--- config.mk ---
export PLATFORM = sky130hd
export DESIGN_NAME = lzc_norm_pipe_flat
export DESIGN_NICKNAME = d
export VERILOG_FILES = /design/src/rtl/lzc_norm_pipe_if.sv /design/src/rtl/lzc_norm_pipe.sv /design/src/flat_wrapper.sv
export SDC_FILE = /design/constraint.sdc
export NUM_CORES = 1
export LEC_CHECK = 0
export BUFFER_PORTS_ARGS = -buffer_cell sky130_fd_sc_hd__clkbuf_2
export CAP_MARGIN = 20
export CORE_ASPECT_RATIO = 1.25
export CORE_MARGIN = 2
export CORE_UTILIZATION = 50
export DETAILED_ROUTE_END_ITERATION = 10
export PLACE_DENSITY = 0.72
export SLEW_MARGIN = 20
export SYNTH_ARGS = -nofsm -noshare
export SYNTH_HDL_FRONTEND = slang
export SYNTH_SLANG_ARGS = --single-unit
--- constraint.sdc ---
create_clock -name clk -period 7.85 [get_ports clk]
set_clock_uncertainty 0.1 [all_clocks]
set_input_delay 1.57 -clock clk [delete_from_list [all_inputs] [get_ports clk]]
set_output_delay 1.57 -clock clk [all_outputs]
set_load 0.01 [all_outputs]
--- src/rtl/lzc_norm_pipe_if.sv ---
// Handshake bundle for the leading-zero count / normalize pipeline.
// The slave side is the pipeline; the master side drives beats in and takes results out.
interface lzc_norm_pipe_if #(
  parameter int W     = 32,
  parameter int TAG_W = 8
);
  localparam int L = $clog2(W);

  logic             in_valid;
  logic             in_ready;
  logic [W-1:0]     in_data;
  logic [TAG_W-1:0] in_tag;

  logic             out_valid;
  logic             out_ready;
  logic [W-1:0]     out_norm;
  logic [L-1:0]     out_cnt;
  logic             out_zero;
  logic [TAG_W-1:0] out_tag;

  modport slave (
    input  in_valid, in_data, in_tag, out_ready,
    output in_ready, out_valid, out_norm, out_cnt, out_zero, out_tag
  );

  modport master (
    output in_valid, in_data, in_tag, out_ready,
    input  in_ready, out_valid, out_norm, out_cnt, out_zero, out_tag
  );
endinterface

--- src/rtl/lzc_norm_pipe.sv ---
// Pipelined leading-zero counter and left-normalizer.
// Stage k tests the top 2^(L-1-k) bits and shifts them out when they are all zero.
// Each stage sets a different count bit, so the partial counts combine by OR.
// The pipeline collapses bubbles: an empty stage always accepts from the one before it.
module lzc_norm_pipe #(
  parameter int W     = 32,
  parameter int TAG_W = 8
) (
  input  logic           clk,
  input  logic           rst,
  lzc_norm_pipe_if.slave bus
);
  localparam int L = $clog2(W);

  logic [L-1:0]     valid_q;
  logic [L-1:0]     valid_d;
  logic [W-1:0]     data_q [L];
  logic [W-1:0]     data_d [L];
  logic [L-1:0]     cnt_q  [L];
  logic [L-1:0]     cnt_d  [L];
  logic [L-1:0]     zero_q;
  logic [L-1:0]     zero_d;
  logic [TAG_W-1:0] tag_q  [L];
  logic [TAG_W-1:0] tag_d  [L];
  logic [L-1:0]     adv;

  logic             src_valid;
  logic [W-1:0]     src_data;
  logic [L-1:0]     src_cnt;
  logic             src_zero;
  logic [TAG_W-1:0] src_tag;
  logic             top_zero;
  logic [L-1:0]     cnt_bit;

  // Advance chain from the output back to s0, then next-state for every stage.
  always_comb begin
    adv      = '0;
    adv[L-1] = !valid_q[L-1] || bus.out_ready;
    for (int k = L - 2; k >= 0; k--) begin
      adv[k] = !valid_q[k] || adv[k+1];
    end

    src_valid = bus.in_valid;
    src_data  = bus.in_data;
    src_cnt   = '0;
    src_zero  = ~|bus.in_data;
    src_tag   = bus.in_tag;
    top_zero  = 1'b0;
    cnt_bit   = '0;

    for (int k = 0; k < L; k++) begin
      valid_d[k] = valid_q[k];
      data_d[k]  = data_q[k];
      cnt_d[k]   = cnt_q[k];
      zero_d[k]  = zero_q[k];
      tag_d[k]   = tag_q[k];

      top_zero         = (src_data >> (W - (1 << (L - 1 - k)))) == '0;
      cnt_bit          = '0;
      cnt_bit[L-1-k]   = top_zero;

      if (adv[k]) begin
        valid_d[k] = src_valid;
        // Payload only loads with a real beat; an emptied stage keeps stale data.
        if (src_valid) begin
          data_d[k] = top_zero ? (src_data << (1 << (L - 1 - k))) : src_data;
          cnt_d[k]  = src_cnt | cnt_bit;
          zero_d[k] = src_zero;
          tag_d[k]  = src_tag;
        end
      end

      src_valid = valid_q[k];
      src_data  = data_q[k];
      src_cnt   = cnt_q[k];
      src_zero  = zero_q[k];
      src_tag   = tag_q[k];
    end
  end

  // Stage registers; reset empties the pipe and clears every payload field.
  always_ff @(posedge clk or posedge rst) begin
    if (rst) begin
      valid_q <= '0;
      zero_q  <= '0;
      for (int k = 0; k < L; k++) begin
        data_q[k] <= '0;
        cnt_q[k]  <= '0;
        tag_q[k]  <= '0;
      end
    end else begin
      valid_q <= valid_d;
      zero_q  <= zero_d;
      for (int k = 0; k < L; k++) begin
        data_q[k] <= data_d[k];
        cnt_q[k]  <= cnt_d[k];
        tag_q[k]  <= tag_d[k];
      end
    end
  end

  assign bus.in_ready  = adv[0] && !rst;
  assign bus.out_valid = valid_q[L-1];
  assign bus.out_norm  = data_q[L-1];
  assign bus.out_cnt   = cnt_q[L-1];
  assign bus.out_zero  = zero_q[L-1];
  assign bus.out_tag   = tag_q[L-1];
endmodule

--- src/flat_wrapper.sv ---
// flat-port wrapper written by rule: the top's interface ports become plain ports
module lzc_norm_pipe_flat 
#(
  parameter int W     = 32,
  parameter int TAG_W = 8
)
  (clk, rst, bus_in_valid, bus_in_data, bus_in_tag, bus_out_ready, bus_in_ready, bus_out_valid, bus_out_norm, bus_out_cnt, bus_out_zero, bus_out_tag);
  lzc_norm_pipe_if #(.W(W), .TAG_W(TAG_W)) bus_i ();
  input  logic clk;
  input  logic rst;
  input wire logic [$bits(bus_i.in_valid)-1:0] bus_in_valid;
  input wire logic [$bits(bus_i.in_data)-1:0] bus_in_data;
  input wire logic [$bits(bus_i.in_tag)-1:0] bus_in_tag;
  input wire logic [$bits(bus_i.out_ready)-1:0] bus_out_ready;
  output wire logic [$bits(bus_i.in_ready)-1:0] bus_in_ready;
  output wire logic [$bits(bus_i.out_valid)-1:0] bus_out_valid;
  output wire logic [$bits(bus_i.out_norm)-1:0] bus_out_norm;
  output wire logic [$bits(bus_i.out_cnt)-1:0] bus_out_cnt;
  output wire logic [$bits(bus_i.out_zero)-1:0] bus_out_zero;
  output wire logic [$bits(bus_i.out_tag)-1:0] bus_out_tag;
  assign bus_i.in_valid = bus_in_valid;
  assign bus_i.in_data = bus_in_data;
  assign bus_i.in_tag = bus_in_tag;
  assign bus_i.out_ready = bus_out_ready;
  assign bus_in_ready = bus_i.in_ready;
  assign bus_out_valid = bus_i.out_valid;
  assign bus_out_norm = bus_i.out_norm;
  assign bus_out_cnt = bus_i.out_cnt;
  assign bus_out_zero = bus_i.out_zero;
  assign bus_out_tag = bus_i.out_tag;
  lzc_norm_pipe #(.W(W), .TAG_W(TAG_W)) u_core (.clk(clk), .rst(rst), .bus(bus_i));
endmodule
* Yosys cells after proc, flatten, opt, wreduce, memory -nomap -nowiden
Cells that the tools add are included.
Operators by class: mux-type cells 5, bitwise operators 4, reductions and logical operators 24
Operator list (count):
- $logic_not A32 Y1 | 5
- $mux W32 | 5
- $reduce_or A32 Y1 | 1
- $reduce_and A2 Y1 | 5
- $logic_not A1 Y1 | 7
- $logic_or A1 B1 Y1 | 5
- $or A5 B1 Y5 | 1
- $or A5 B2 Y5 | 1
- $or A5 B3 Y5 | 1
- $or A5 B4 Y5 | 1
- $logic_and A1 B1 Y1 | 1
Storage, ports and cells: flip-flop bits (word level) 231

* Longest topological paths before layout
Gate-level depths: netlist of the first run.
word-level depth 7, depth in mapped cells 6

* Worst setup path after synthesis of the first run
No wires, ideal clock.
kind input to output, start in bus_out_ready, end out bus_in_ready, arrival time 1980 ps, required time 6180 ps, setup slack 4200 ps, cell stages on the path 2, path buffers 0, cell sequence and4b_1 > a21oi_1
Between the ends: longest elaborated chain between the ends 6
Ends and longest elaborated chain:
- start: declaration | line flat_wrapper.sv:14 | input wire logic [$bits(bus_i.out_ready)-1:0] bus_out_ready;
- $logic_or A1 B1 Y1 | line lzc_norm_pipe.sv:38 | adv[L-1] = !valid_q[L-1] || bus.out_ready;
- $logic_or A1 B1 Y1 (4 in a row) | line lzc_norm_pipe.sv:40 | adv[k] = !valid_q[k] || adv[k+1];
- $logic_and A1 B1 Y1 | line lzc_norm_pipe.sv:102 | assign bus.in_ready = adv[0] && !rst;
- end: declaration | line flat_wrapper.sv:15 | output wire logic [$bits(bus_i.in_ready)-1:0] bus_in_ready;
Every way passes these cells.

* Worst setup path after layout of the first run
Ends and elaborated chain as after synthesis.

==> reports/summary.txt, run 1 <==
Antenna cell count -> 0
Area of the multi-input gates -> 3532 sq um
Initial Utilization -> 0.5055
Crit start category -> input port
Vias/cell -> 5.156
Register Area -> 5630 sq um
Syn Inst Count -> 894
Setup-failing EPs final -> 0
Share of the clock period used by the worst path -> 0.4987
Non-filler instance count after layout -> 1,199
Largest net degree at the start of global routing -> 145
Post-Place Cells -> 1,159
Mapped cell area -> 9771 sq um
Primary FF master, synth -> dfrtp_1
Clock power frac -> 0.278
Share of the synthesized area in the top cell type -> 0.5763
Max-slew violation count -> 0
Share of layout cells above drive strength 1 -> 0.2131
DR WL/cell -> 15.03 um
Postcts setup bufs -> 0
Total GRT Usage -> 0.1793
Synth-to-Final Area Change -> 10.54%
Number of global-route vias before repair -> 6,010
First-pass GRT wire length -> 30,510 um
# port buffers -> 91
Maximum vdd ir drop -> 0.0001558 V
Post-synth EDFFs -> 0
TritonCTS Buffers -> 22
Register share of total power -> 0.480
Synth Area in Adders -> 0
DR iter-0 viols -> 335
Final wirelength -> 18,020 um
Pwr/cell area -> 348.4 nW/um^2
Hold path depth -> 2
Synth Area in Simple Gates -> 0.09054
Clock insertion delay at the later pin of the skew report -> 0.49 ns
H-tree Lvls -> 1
Post-synth cell types -> 30
Nets -> 962
Synth Net Count -> 938
Grt ovf -> 0
Final TNS setup -> 0 ns
Status -> completed
# hold bufs at CTS -> 0
Sw frac -> 0.3123
Dpl hpwl -> 12,530 um
Initial antenna violation count -> 0
Critical path class -> input port to primary output
Clock transition at path regs -> 0.06 ns
Slew at the pin with the worst max-slew slack -> 0.9865 ns
Async SR Flop Fraction -> 1.000
Mean post-synth cell area -> 10.93 sq um
Comb pwr share -> 0.243
I/O pin cnt -> 92
Switching power -> 1.175 mW
Worst-case clock buffer depth -> 3
Layout filler cell count -> 1,689
Critical path peak fanout -> 3
Global placement routability congestion -> 0.8876
#FFs+latches synth -> 225
DIE HEIGHT -> 160.3 um
P_leak -> 4.933 nW
Largest family of logic cells by synthesized area -> multiplexers
Largest area contributor in the netlist -> dfrtp_1
Synth warnings -> 0
Register area share after synthesis -> 0.5763
Min-Delay Path Class -> flop to flop
Root buf cell -> clkbuf_16
Top post-synthesis cells by count -> dfrtp_1 (225), nand2_1 (141), mux2i_1 (98), a21oi_1 (80), o21ai_0 (73)
CTS sink count -> 225
Synth Area in Compound Gates -> 0.1124
Pre-antenna DRT Iters -> 5
WHS -> 0.3683 ns
Fin. Hold Viols -> 0
Max transition margin -> 0.3423
Worst EP required -> 6.18 ns
FF-to-FF path depth -> 4
Min Tclk post-route -> 3.915 ns
CTS-repair resized insts -> 0
Die ar. -> 20,680 sq um
Max Clk Rate -> 0.2554 GHz
Synth area leaders -> dfrtp_1 (58%), mux2i_1 (10%), mux2_2 (5.4%)
Std-Cell Core Area -> 19,330 sq um
Arr. time, crit path -> 2.25 ns
Maxcap violations -> 0
CP endpoint kind -> primary output
Mux share of post-synthesis cell area -> 0.1546
P_int -> 2.587 mW
Die W -> 129.0 um
Routed Antenna Nets -> 0
Rows -> 57
CTS tree -> done
Post-Synth XOR/XNOR Area -> 0
Most frequent cell after synthesis -> dfrtp_1
Vias -> 6,182
DRC viols -> 0
RSZ-0062 raised after global routing -> no
[metrics by stage]
step	total power, mW	area (sq um)	utilization	setup WS (ns)
after floorplan	2.589	9771	-	0.01718
after global placement	2.708	10050	0.5200	3.926
after detailed placement	2.754	10050	0.5200	3.939
after CTS	3.818	10800	0.5587	3.927
after global routing	4.020	10800	0.5588	3.886
final	3.763	10800	0.5588	3.935
[placed cells by master, fill, tap and decap left out, drive strengths merged, types with 2 or more instances in the layout]
master	netlist	routed
dfrtp	225	225
nor4	11	11
buf	84	9
and2	3	3
o21ai	104	104
a21oi	80	80
mux2	47	47
nand2	141	141
a211oi	2	2
mux2i	98	98
clkbuf	16	125
inv	7	7
nor2	51	51
a22o	16	16
clkinv	0	5
[state kept, by name, indices dropped and copies added, names as in the netlist]
name and count:
u_core.data_q 128, u_core.bus.out_norm 32, u_core.tag_q 32, u_core.cnt_q 10, u_core.bus.out_tag 8, u_core.bus.out_cnt 5, u_core.valid_q 5, u_core.zero_q 5
[metal layers]
metal  up-vias  routed length (um)  GRT usage
met3        21                 657    0.02232
li1       3097                   -          -
met2       132                8605     0.2848
met4         0                 297    0.04348
met1      2932                8456     0.2646
met5         -                   0          0
[worst paths after layout]
path / from / end / slack [ns]
setup / recovery: bus_out_ready / bus_in_ready / 3.93
hold / removal: u_core.tag_q[33] / u_core.tag_q[33] / 0.37
setup reg to reg: u_core.valid_q[2] / u_core.tag_q[30] / 5.80
hold reg to reg: u_core.tag_q[33] / u_core.tag_q[33] / 0.37
max in group asynchronous: rst / u_core.data_q[49] / 4.85
min in group asynchronous: rst / u_core.data_q[157] / 1.23
[logic make-up (layout without fill, tap and decap cells)]
group / Yosys count / count (layout)
flops: 225 / 225
buf+inv: 107 / 147
mux: 145 / 145
simple gates: 213 / 213
compound gates: 204 / 204
[power by group through the flow]
| stage | combinational [mW] | clock (mW) | sequential, mW |
|---|---|---|---|
| global placement | 0.899 | 0 | 1.81 |
| floorplan | 0.857 | 0 | 1.73 |
| detailed placement | 0.923 | 0 | 1.83 |
| finish | 0.914 | 1.04 | 1.80 |
| CTS | 0.932 | 1.08 | 1.81 |
| global route | 1.05 | 1.12 | 1.86 |
[critical path, cell delays in order]
cell and delay, ns:
clkbuf_2 0.11, and4b_1 0.34, a21oi_1 0.09, clkbuf_2 0.13
[cell type report]
cell class                 count  area share
clock inverter                 6    0.003012
clock buffer                  34     0.06638
timing repair buffer         100     0.04842
tap                          265     0.03070
multi-input combinational    562      0.3270
sequential                   225      0.5213
inverter                       7    0.003128
(Power assumes the default switching activity.)
==> inputs of run 2 (changes only) <==
==> constraint.sdc (replaced) <==
create_clock -name clk -period 3.5 [get_ports clk]
set_clock_uncertainty 0.1 [all_clocks]
set_input_delay 0.7 -clock clk [delete_from_list [all_inputs] [get_ports clk]]
set_output_delay 0.7 -clock clk [all_outputs]
set_load 0.01 [all_outputs]
==> reports/summary.txt, run 2 (synthesis results as in run 1) <==
Status -> completed
Arr. time, crit path -> 1.60 ns (-0.65 ns)
Commonest non-fill, non-tap cell in the layout -> dfrtp_1
Maximum vdd ir drop -> 0.0003589 V (+130%)
# port buffers -> 91 (unchanged)
FF-to-FF path depth -> 4 (unchanged)
Std-Cell Core Area -> 19,330 sq um (unchanged)
Vias/cell -> 5.151 (about the same)
CTS tree -> done
Sw frac -> 0.3138 (+0.001493)
Worst slack at placement -> 0.8915 ns (-3.048 ns)
TritonCTS Buffers -> 22 (unchanged)
Max reg flops -> 128 (unchanged)
Worst r2r dst -> u_core.data_q[66]
Min Tclk post-route -> 2.398 ns
Largest Register -> u_core.data_q
First-pass GRT wire length -> 31,080 um (+1.9%)
Clock transition at path regs -> 0.06 ns (about the same)
Max Clk Rate -> 0.4170 GHz
# hold bufs at CTS -> 0 (unchanged)
CTS-repair resized insts -> 0 (unchanged)
Layout filler cell count -> 1,639 (-3.0%)
Setup-failing EPs final -> 0 (unchanged)
Min-Delay Path Class -> input port to asynchronous set/reset pin
Routed Antenna Nets -> 0 (unchanged)
Fin. Hold Viols -> 0 (unchanged)
CTS sink count -> 225 (unchanged)
DR iter-0 viols -> 317 (-5.4%)
Number of global-route vias before repair -> 6,005 (-0.083%)
Largest net degree at the start of global routing -> 79 (-46%)
H-tree Lvls -> 1 (unchanged)
Critical path peak fanout -> 4 (+1)
Root buf cell -> clkbuf_16
Pre-antenna DRT Iters -> 4 (-1)
Max incr delay on CP -> 0.43 ns (+0.09 ns)
Initial Utilization -> 0.5055 (unchanged)
Share of the clock period used by the worst path -> 0.6852
P_leak -> 4.933 nW (about the same)
Clock power frac -> 0.266 (-0.012)
Switching power -> 2.618 mW (+120%)
Initial antenna violation count -> 0 (unchanged)
R2r startpoint -> u_core.valid_q[2]
Maxcap violations -> 0 (unchanged)
CP Launch Point -> u_core.valid_q[2]
Clock insertion delay at the later pin of the skew report -> 0.49 ns (about the same)
Die ar. -> 20,680 sq um (unchanged)
Antenna cell count -> 0 (unchanged)
Vias -> 6,197 (+0.24%)
I/O pin cnt -> 92 (unchanged)
Final wirelength -> 18,230 um (+1.2%)
P_int -> 5.723 mW (+120%)
Global placement routability congestion -> 0.8815 (-0.69%)
Worst-case clock buffer depth -> 3 (unchanged)
Crit-path slowest cell -> dfrtp_1
Grt ovf -> 0 (unchanged)
PnR worst setup slack -> 1.102 ns (-2.833 ns)
Die W -> 129.0 um (unchanged)
Pwr/cell area -> 770.6 nW/um^2 (+120%)
Most frequent cells in the layout -> dfrtp_1 (225), nand2_1 (140), mux2i_1 (98), clkbuf_2 (91), a21oi_1 (79)
DR WL/cell -> 15.15 um (+0.84%)
Critical path class -> flop to primary output
Slew at the pin with the worst max-slew slack -> 0.9379 ns (-0.04865 ns)
DRC viols -> 0 (unchanged)
Reg2reg setup slack -> 1.35 ns (-4.45 ns)
Register share of total power -> 0.485 (+0.005)
Max transition margin -> 0.3733 (+0.03095)
CP endpoint kind -> primary output
Rows -> 57 (unchanged)
CP Capture Point -> bus_in_ready
Share of layout cells above drive strength 1 -> 0.2068 (-0.006239)
Total GRT Usage -> 0.1823 (+0.003048)
Synth-to-Final Area Change -> 10.78%
RSZ-0062 raised after global routing -> no
Nets -> 968 (+0.62%)
Worst EP required -> 2.70 ns (-3.48 ns)
Dpl hpwl -> 13,060 um (+4.2%)
DIE HEIGHT -> 160.3 um (unchanged)
Final Cell Area -> 10,820 sq um (+0.22%)
Crit start category -> flop
Max-slew violation count -> 0 (unchanged)
Area post-placement -> 10,140 sq um (+0.91%)
Postcts setup bufs -> 0 (unchanged)
Comb pwr share -> 0.250 (+0.007)
CP Cell Sequence -> and4b_1, a21oi_1, clkbuf_2
run 2: worst min-delay path by stage:
stage	start	endpoint	cells past startpoint	slack, ns
6_report	rst	u_core.data_q[125]	2	0.13
5_1_grt	rst	u_core.data_q[125]	2	0.17
4_1_cts	rst	u_core.data_q[125]	2	0.13
3_5_place_dp	u_core.tag_q[39]	u_core.tag_q[39]	2	0.36
3_3_place_gp	u_core.tag_q[39]	u_core.tag_q[39]	2	0.36
2_1_floorplan	u_core.tag_q[32]	u_core.tag_q[32]	2	0.34
run 2: power groups by stage:
| stage | registers [mW] | clock network (mW) | logic [mW] |
|---|---|---|---|
| finish | 4.04 | 2.22 | 2.08 |
| global route | 4.16 | 2.38 | 2.37 |
| CTS | 4.05 | 2.28 | 2.11 |
| floorplan | 3.89 | 0 | 1.92 |
| detailed placement | 4.10 | 0 | 2.09 |
| global placement | 4.06 | 0 | 2.04 |
run 2: worst max-delay path, delay by kind of cell (launching register included):
| family | cells | cell delay, ns |
|---|---|---|
| and+or+nand+nor | 1 | 0.30 |
| DFF | 1 | 0.43 |
| AOI/OAI and AO/OA | 1 | 0.21 |
| buffers and inverters | 1 | 0.17 |
run 2: per-stage QoR:
stage,std cells,setup TNS (ns),total power [mW],hold slack [ns],util
5_1_grt,1203,0,8.913,0.1657,0.5600
2_1_floorplan,894,-53.55,5.808,0.3417,-
6_report,1203,0,8.341,0.1345,0.5600
3_3_place_gp,1165,0,6.104,0.3581,0.5247
3_5_place_dp,1165,0,6.190,0.3619,0.5247
4_1_cts,1203,0,8.440,0.1312,0.5600
run 2: per-layer routing:
layer,share of wire,GRT usage,routed length [um]
met5,0,0,0
met4,0.019,0.04941,350
met3,0.035,0.02365,629
met2,0.48,0.2903,8698
met1,0.47,0.2655,8550
run 2: final cells by class:
cell class | count | area, sq um | area share
clock inverters | 1 | 5.005 | 0.0004624
clock buffers | 37 | 678.2 | 0.06265
inverters | 7 | 30.03 | 0.002774
flip-flops and latches | 225 | 5630 | 0.5202
well taps | 265 | 331.6 | 0.03063
multi-input cells | 562 | 3531 | 0.3262
repair buffers | 106 | 618.1 | 0.05710
